File: config.mk
export PLATFORM = sky130hd
export DESIGN_NAME = approx_mul_seq
export DESIGN_NICKNAME = d
export VERILOG_FILES = /design/src/rtl/approx_mul_pkg.sv /design/src/rtl/approx_mul_seq_pp_row.sv /design/src/rtl/approx_mul_seq.sv
export SDC_FILE = /design/constraint.sdc
export NUM_CORES = 1
export LEC_CHECK = 0
export BUFFER_PORTS_ARGS = -buffer_cell sky130_fd_sc_hd__buf_4
export CAP_MARGIN = 20
export CORE_MARGIN = 2
export CORE_UTILIZATION = 35
export CTS_CLUSTER_DIAMETER = 200
export DETAILED_ROUTE_END_ITERATION = 16
export PLACE_DENSITY = 0.5
export SETUP_SLACK_MARGIN = 0.02
export SLEW_MARGIN = 40
export SYNTH_ARGS = -nofsm -noshare
export SYNTH_HDL_FRONTEND = slang
export SYNTH_SLANG_ARGS = --single-unit
File: constraint.sdc
create_clock -name clk -period 8.2 [get_ports clk]
set_clock_uncertainty 0.1 [all_clocks]
set_input_delay 1.64 -clock clk [delete_from_list [all_inputs] [get_ports clk]]
set_output_delay 1.64 -clock clk [all_outputs]
set_load 0.005 [all_outputs]
File: src/rtl/approx_mul_pkg.sv
// Shared types and constant helpers for the approximate sequential multiplier.
// Helpers work on 64-bit vectors so the product width 2*W may be at most 64.
package approx_mul_pkg;

    typedef enum logic [1:0] {
        ST_IDLE = 2'd0,
        ST_RUN  = 2'd1,
        ST_DONE = 2'd2
    } state_e;

    // Vector with the n lowest bits set (saturates at 64 bits).
    function automatic logic [63:0] low_ones(input int unsigned n);
        logic [63:0] r;
        if (n >= 32'd64) begin
            r = {64{1'b1}};
        end else begin
            r = (64'd1 << n) - 64'd1;
        end
        return r;
    endfunction

    // Keeps columns [width-1:trunc]; columns below trunc are dropped in approximate mode.
    function automatic logic [63:0] trunc_mask(input int unsigned trunc, input int unsigned width);
        return low_ones(width) & ~low_ones(trunc);
    endfunction

    // Bias that re-centres the truncation error: half the weight of the lowest kept column.
    function automatic logic [63:0] bias(input int unsigned trunc);
        logic [63:0] r;
        if (trunc == 32'd0) begin
            r = 64'd0;
        end else begin
            r = 64'd1 << (trunc - 32'd1);
        end
        return r;
    endfunction

    // Width of the bit counter for a W-bit multiplier (never narrower than 1 bit).
    function automatic int unsigned cnt_width(input int unsigned w);
        int unsigned r;
        if (w > 32'd1) begin
            r = $clog2(w);
        end else begin
            r = 32'd1;
        end
        return r;
    endfunction

endpackage

File: src/rtl/approx_mul_seq_pp_row.sv
// One partial-product row: multiplicand shifted to column i, with the
// low columns removed in approximate mode. Other approximation schemes
// are meant to replace this module without touching the sequencer.
module approx_pp_row
    import approx_mul_pkg::*;
#(
    parameter int W     = 8,
    parameter int TRUNC = 4,
    parameter int CW    = 3
) (
    input  logic [W-1:0]   a,
    input  logic [CW-1:0]  i,
    input  logic           approx,
    output logic [2*W-1:0] row
);

    localparam logic [63:0]    MASK_FULL = trunc_mask(TRUNC, 2 * W);
    localparam logic [2*W-1:0] MASK      = MASK_FULL[2*W-1:0];

    logic [2*W-1:0] shifted_s;

    // Shift the multiplicand into place and apply the column truncation.
    always_comb begin
        shifted_s = {{W{1'b0}}, a} << i;
        if (approx) begin
            row = shifted_s & MASK;
        end else begin
            row = shifted_s;
        end
    end

endmodule

File: src/rtl/approx_mul_seq.sv
// Sequential shift-add unsigned multiplier with a per-operation choice of
// exact or column-truncated product, optional bias compensation and
// optional early termination. One multiplier bit is consumed per cycle;
// operands and results move on valid/ready handshakes with no overlap.
module approx_mul_seq
    import approx_mul_pkg::*;
#(
    parameter int W          = 8,
    parameter int TRUNC      = 4,
    parameter int COMP       = 1,
    parameter int EARLY_TERM = 0
) (
    input  logic           clk,
    input  logic           rst_n,
    input  logic           in_valid,
    output logic           in_ready,
    input  logic [W-1:0]   in_a,
    input  logic [W-1:0]   in_b,
    input  logic           in_approx,
    output logic           out_valid,
    input  logic           out_ready,
    output logic [2*W-1:0] out_o,
    output logic           out_approx,
    output logic           busy
);

    localparam int             CW        = cnt_width(W);
    localparam logic [CW-1:0]  LAST_IDX  = CW'(W - 1);
    localparam logic [63:0]    BIAS_FULL = bias(TRUNC);
    localparam logic [2*W-1:0] BIAS_V    = BIAS_FULL[2*W-1:0];
    localparam bit             COMP_EN   = (COMP != 0) && (TRUNC > 0);
    localparam bit             ET_EN     = (EARLY_TERM != 0);

    state_e         state_r;
    logic [W-1:0]   a_r;
    logic [W-1:0]   b_r;
    logic           approx_r;
    logic [2*W-1:0] acc_r;
    logic [CW-1:0]  cnt_r;

    logic           in_ready_r;
    logic           out_valid_r;
    logic [2*W-1:0] out_o_r;
    logic           out_approx_r;
    logic           busy_r;

    logic [2*W-1:0] row_s;
    logic [2*W-1:0] acc_next_s;
    logic [W-1:0]   upper_b_s;
    logic           last_s;
    logic [2*W-1:0] bias_s;
    logic [2*W:0]   sum_s;
    logic [2*W-1:0] result_s;

    approx_pp_row #(
        .W     (W),
        .TRUNC (TRUNC),
        .CW    (CW)
    ) u_pp_row (
        .a      (a_r),
        .i      (cnt_r),
        .approx (approx_r),
        .row    (row_s)
    );

    // Accumulate the current row and decide whether this is the final step.
    always_comb begin
        acc_next_s = acc_r;
        upper_b_s  = (b_r >> cnt_r) >> 1;
        last_s     = 1'b0;
        if (b_r[cnt_r]) begin
            acc_next_s = acc_r + row_s;
        end else begin
            acc_next_s = acc_r;
        end
        if (cnt_r == LAST_IDX) begin
            last_s = 1'b1;
        end else if (ET_EN && (upper_b_s == {W{1'b0}})) begin
            last_s = 1'b1;
        end else begin
            last_s = 1'b0;
        end
    end

    // Final result: optional bias, clamped to the product range.
    always_comb begin
        bias_s   = {(2*W){1'b0}};
        result_s = {(2*W){1'b0}};
        if (approx_r && COMP_EN) begin
            bias_s = BIAS_V;
        end else begin
            bias_s = {(2*W){1'b0}};
        end
        sum_s = {1'b0, acc_next_s} + {1'b0, bias_s};
        if (sum_s[2*W]) begin
            result_s = {(2*W){1'b1}};
        end else begin
            result_s = sum_s[2*W-1:0];
        end
    end

    // Control FSM with registered handshake and result outputs.
    always_ff @(posedge clk or negedge rst_n) begin
        if (!rst_n) begin
            state_r      <= ST_IDLE;
            a_r          <= {W{1'b0}};
            b_r          <= {W{1'b0}};
            approx_r     <= 1'b0;
            acc_r        <= {(2*W){1'b0}};
            cnt_r        <= {CW{1'b0}};
            in_ready_r   <= 1'b1;
            out_valid_r  <= 1'b0;
            out_o_r      <= {(2*W){1'b0}};
            out_approx_r <= 1'b0;
            busy_r       <= 1'b0;
        end else begin
            case (state_r)
                ST_IDLE: begin
                    if (in_valid && in_ready_r) begin
                        a_r        <= in_a;
                        b_r        <= in_b;
                        approx_r   <= in_approx;
                        acc_r      <= {(2*W){1'b0}};
                        cnt_r      <= {CW{1'b0}};
                        in_ready_r <= 1'b0;
                        busy_r     <= 1'b1;
                        state_r    <= ST_RUN;
                    end
                end
                ST_RUN: begin
                    acc_r <= acc_next_s;
                    if (last_s) begin
                        out_o_r      <= result_s;
                        out_approx_r <= approx_r;
                        out_valid_r  <= 1'b1;
                        state_r      <= ST_DONE;
                    end else begin
                        cnt_r <= cnt_r + CW'(1);
                    end
                end
                ST_DONE: begin
                    if (out_ready) begin
                        out_valid_r <= 1'b0;
                        in_ready_r  <= 1'b1;
                        busy_r      <= 1'b0;
                        state_r     <= ST_IDLE;
                    end
                end
                default: begin
                    state_r     <= ST_IDLE;
                    in_ready_r  <= 1'b1;
                    out_valid_r <= 1'b0;
                    busy_r      <= 1'b0;
                end
            endcase
        end
    end

    assign in_ready   = in_ready_r;
    assign out_valid  = out_valid_r;
    assign out_o      = out_o_r;
    assign out_approx = out_approx_r;
    assign busy       = busy_r;

endmodule

==> results.ini <==
[clocking]
cts_resized = 0
clock_latency_ns = 0.33
clock_path_buffers = 2
cts_setup_buffers = 0
path_clk_slew_ns = 0.06
cts_root_buf = clkbuf_16
cts_made_buffers = 9
h-tree-depth = 3
cts_tree = built
hold_buffers = 0
cts_sinks = 58

[worst_setup_path]
cp.required_ns = 8.35
critPathKind = reg2reg
cp-start-kind = register
crit_fanout = 14
cp_data_arrival_time_ns = 4.66
worstSetupEndpointType = register

[timing]
fin_tns_setup_ns = 0
tightestPinTransition_ns = 0.829
slew-limit-headroom_pct = 44.6
rsz0062_at_grt = false
setup_viol = 0
setup_slack_ns = 3.68
final.min_clock_period_ns = 4.52
max_freq_mhz = 221
maxSlewViolCount = 0
hold_viol = 0
fin_crit_sh_pct = 55.1

[placement]
dp.cells = 630
preCtsSetupSlack_ns = 3.66
gp_congestion = 0.804
portBuffers = 40
postPlaceCellArea_um2 = 4440
dp_hpwl_um = 7650

[detailed_routing]
viasPerCell = 5.36
avgRoutedWirePerCell_um = 15.7
vias = 3468
drc_errors = 0
totalWireLength_um = 10100
drtIter0Drc = 242
firstDrtPassIters = 4
drtAntennaViolNets = 0

[synth]
syn_nets = 513
avgSynthCellArea_um2 = 8.61
synth.cell_area_um2 = 4070
synth.most_common_cell = nand2_1
ys.flop_type = dfrtp_1
synth.distinct_cells = 74
synth_edf_count = 0
synth-seq-cells = 58
synth_area_leader_cell = dfrtp_1
synthCells = 472
yosys_warnings = 0
yosysSeqAreaShare_pct = 35.7
synthTopCellsByArea = dfrtp_1, nand2_1, ha_1
synth_top_cell_area_share_pct = 35.1
synth_common_cells = nand2_1, dfrtp_1, nor2_1, o21ai_0, nand3_1
async_reset_ff_share_pct = 100

[min_path]
hp-class = reg2reg

[finish]
antenna_cells = 0
drive_gt1_share_pct = 17.1
final_cell_count_no_fill = 647
postLayoutCellArea_um2 = 4750
fin_nets = 540
syn_to_final_growth_pct = 16.8

[grt]
grt_pass1_vias = 3449
antenna_found_initial = 0
grt_pass1_wl_um = 17400
grt_max_degree = 59
track_usage_pct = 17.0
grt-ovfl-total = 0

[power_and_ir_drop]
p_leak_nw = 2.23
max-vdd-ir-drop_uv = 139
powerDensity_nw_per_um2 = 396
p_total_w = 0.00188

[floorplan]
die_area_um2 = 12500
die_y_um = 112
ioPinCount = 41
die_w_um = 112
initial_utilization_pct = 35.8
num_rows = 39
core_area_um2 = 11400

[flow_run]
maxCapViolCount = 0

[outcome]
outcome = complete, no violations

## logic make-up after synthesis
kind of cell / after synthesis / synth area share (%)
xor gates and xnor gates: 15 / 3.23
AOI/OAI and AO/OA: 118 / 21.0
muxes: 19 / 5.76
adders and majority gates: 20 / 6.34
buffers and inverters: 36 / 3.79
and+or+nand+nor: 206 / 24.2
DFF: 58 / 35.7
## worst paths after layout
| path | startpoint | end | slack [ns] | cells after the start |
|---|---|---|---|---|
| max reg2reg | cnt_r[0]$_DFFE_PN0P_ | out_o[11]$_DFFE_PN0P_ | 3.68 | 12 |
| min | b_r[3]$_DFFE_PN0P_ | b_r[3]$_DFFE_PN0P_ | 0.37 | 2 |
| min in group asynchronous | rst_n | out_o[2]$_DFFE_PN0P_ | 1.18 | 1 |
| min reg2reg | b_r[3]$_DFFE_PN0P_ | b_r[3]$_DFFE_PN0P_ | 0.37 | 2 |
| max in group asynchronous | rst_n | a_r[1]$_DFFE_PN0P_ | 6.43 | 1 |
| max | cnt_r[0]$_DFFE_PN0P_ | out_o[11]$_DFFE_PN0P_ | 3.68 | 12 |
## power breakdown
group | leakage (nW) | switching [W] | internal (W)
sequential | 0.758 | 0.000109 | 0.000383
combinational | 1.33 | 0.000607 | 0.000418
clock | 0.144 | 0.000123 | 0.000242
total | 2.23 | 0.000839 | 0.00104
## per-layer routing
layer / global-route usage (%) / up-vias / wire (um)
met4: 3.13 / 0 / 58
met3: 4.79 / 4 / 440
met2: 28.0 / 75 / 4800
met5: 0 / - / 0
met1: 22.6 / 1632 / 4850
li1: - / 1757 / -
## through the flow
step           util [%]  hold slack (ns)
6_report           41.8            0.367
5_1_grt            41.8            0.397
2_1_floorplan         -            0.340
4_1_cts            41.6            0.376
3_5_place_dp       39.0            0.364
3_3_place_gp       39.0            0.359
## placed cells by master (no fill, tap or decap), types with 3 or more instances in the layout
cell / n
dfrtp_1: 57
a2111oi_0: 3
ha_1: 19
nand2_1: 101
a211oi_1: 4
nand3b_1: 3
buf_4: 40
o211ai_1: 4
o21ai_1: 4
a31oi_2: 8
clkbuf_1: 3
or3_1: 3
nor3b_1: 3
xor2_1: 6
nor2_1: 40
a21o_1: 11
o21ai_0: 27
nand2b_1: 3
xnor2_1: 9
a31oi_1: 9
and3_1: 3
a21oi_1: 19
o31ai_1: 4
mux2_2: 5
nor4_1: 4
nor2b_1: 5
mux2i_1: 11
inv_1: 10
nor3_1: 4
clkbuf_16: 9
nand3_1: 20
## worst max-delay path, cell delays in order (launching register included)
cell	delay (ns)
dfrtp_1	0.69
mux2i_1	0.18
nor2b_1	0.18
a2111oi_0	0.52
ha_1	0.39
a211oi_1	0.45
o21ai_1	0.18
a41o_1	0.25
a31o_1	0.27
o21bai_4	0.21
nor4_4	0.41
nand4b_4	0.33
a31oi_1	0.28
## sequential cells by signal (all words and copies together), names as in the netlist
name and count:
acc_r 16, out_o 16, a_r 8, b_r 8, cnt_r 3, state_r 2
approx_r 1, busy 1, in_ready 1, out_approx 1, out_valid 1
## cell type report
cell class / instances / area [um2]
fillers: 1152 / 6620
multi-input cells: 378 / 2460
flip-flops and latches: 58 / 1450
repair buffers: 42 / 327
clock buffers: 13 / 250
well taps: 143 / 179
clock inverters: 3 / 40.0
inverters: 10 / 37.5
Power figures use the tool's default switching activity.
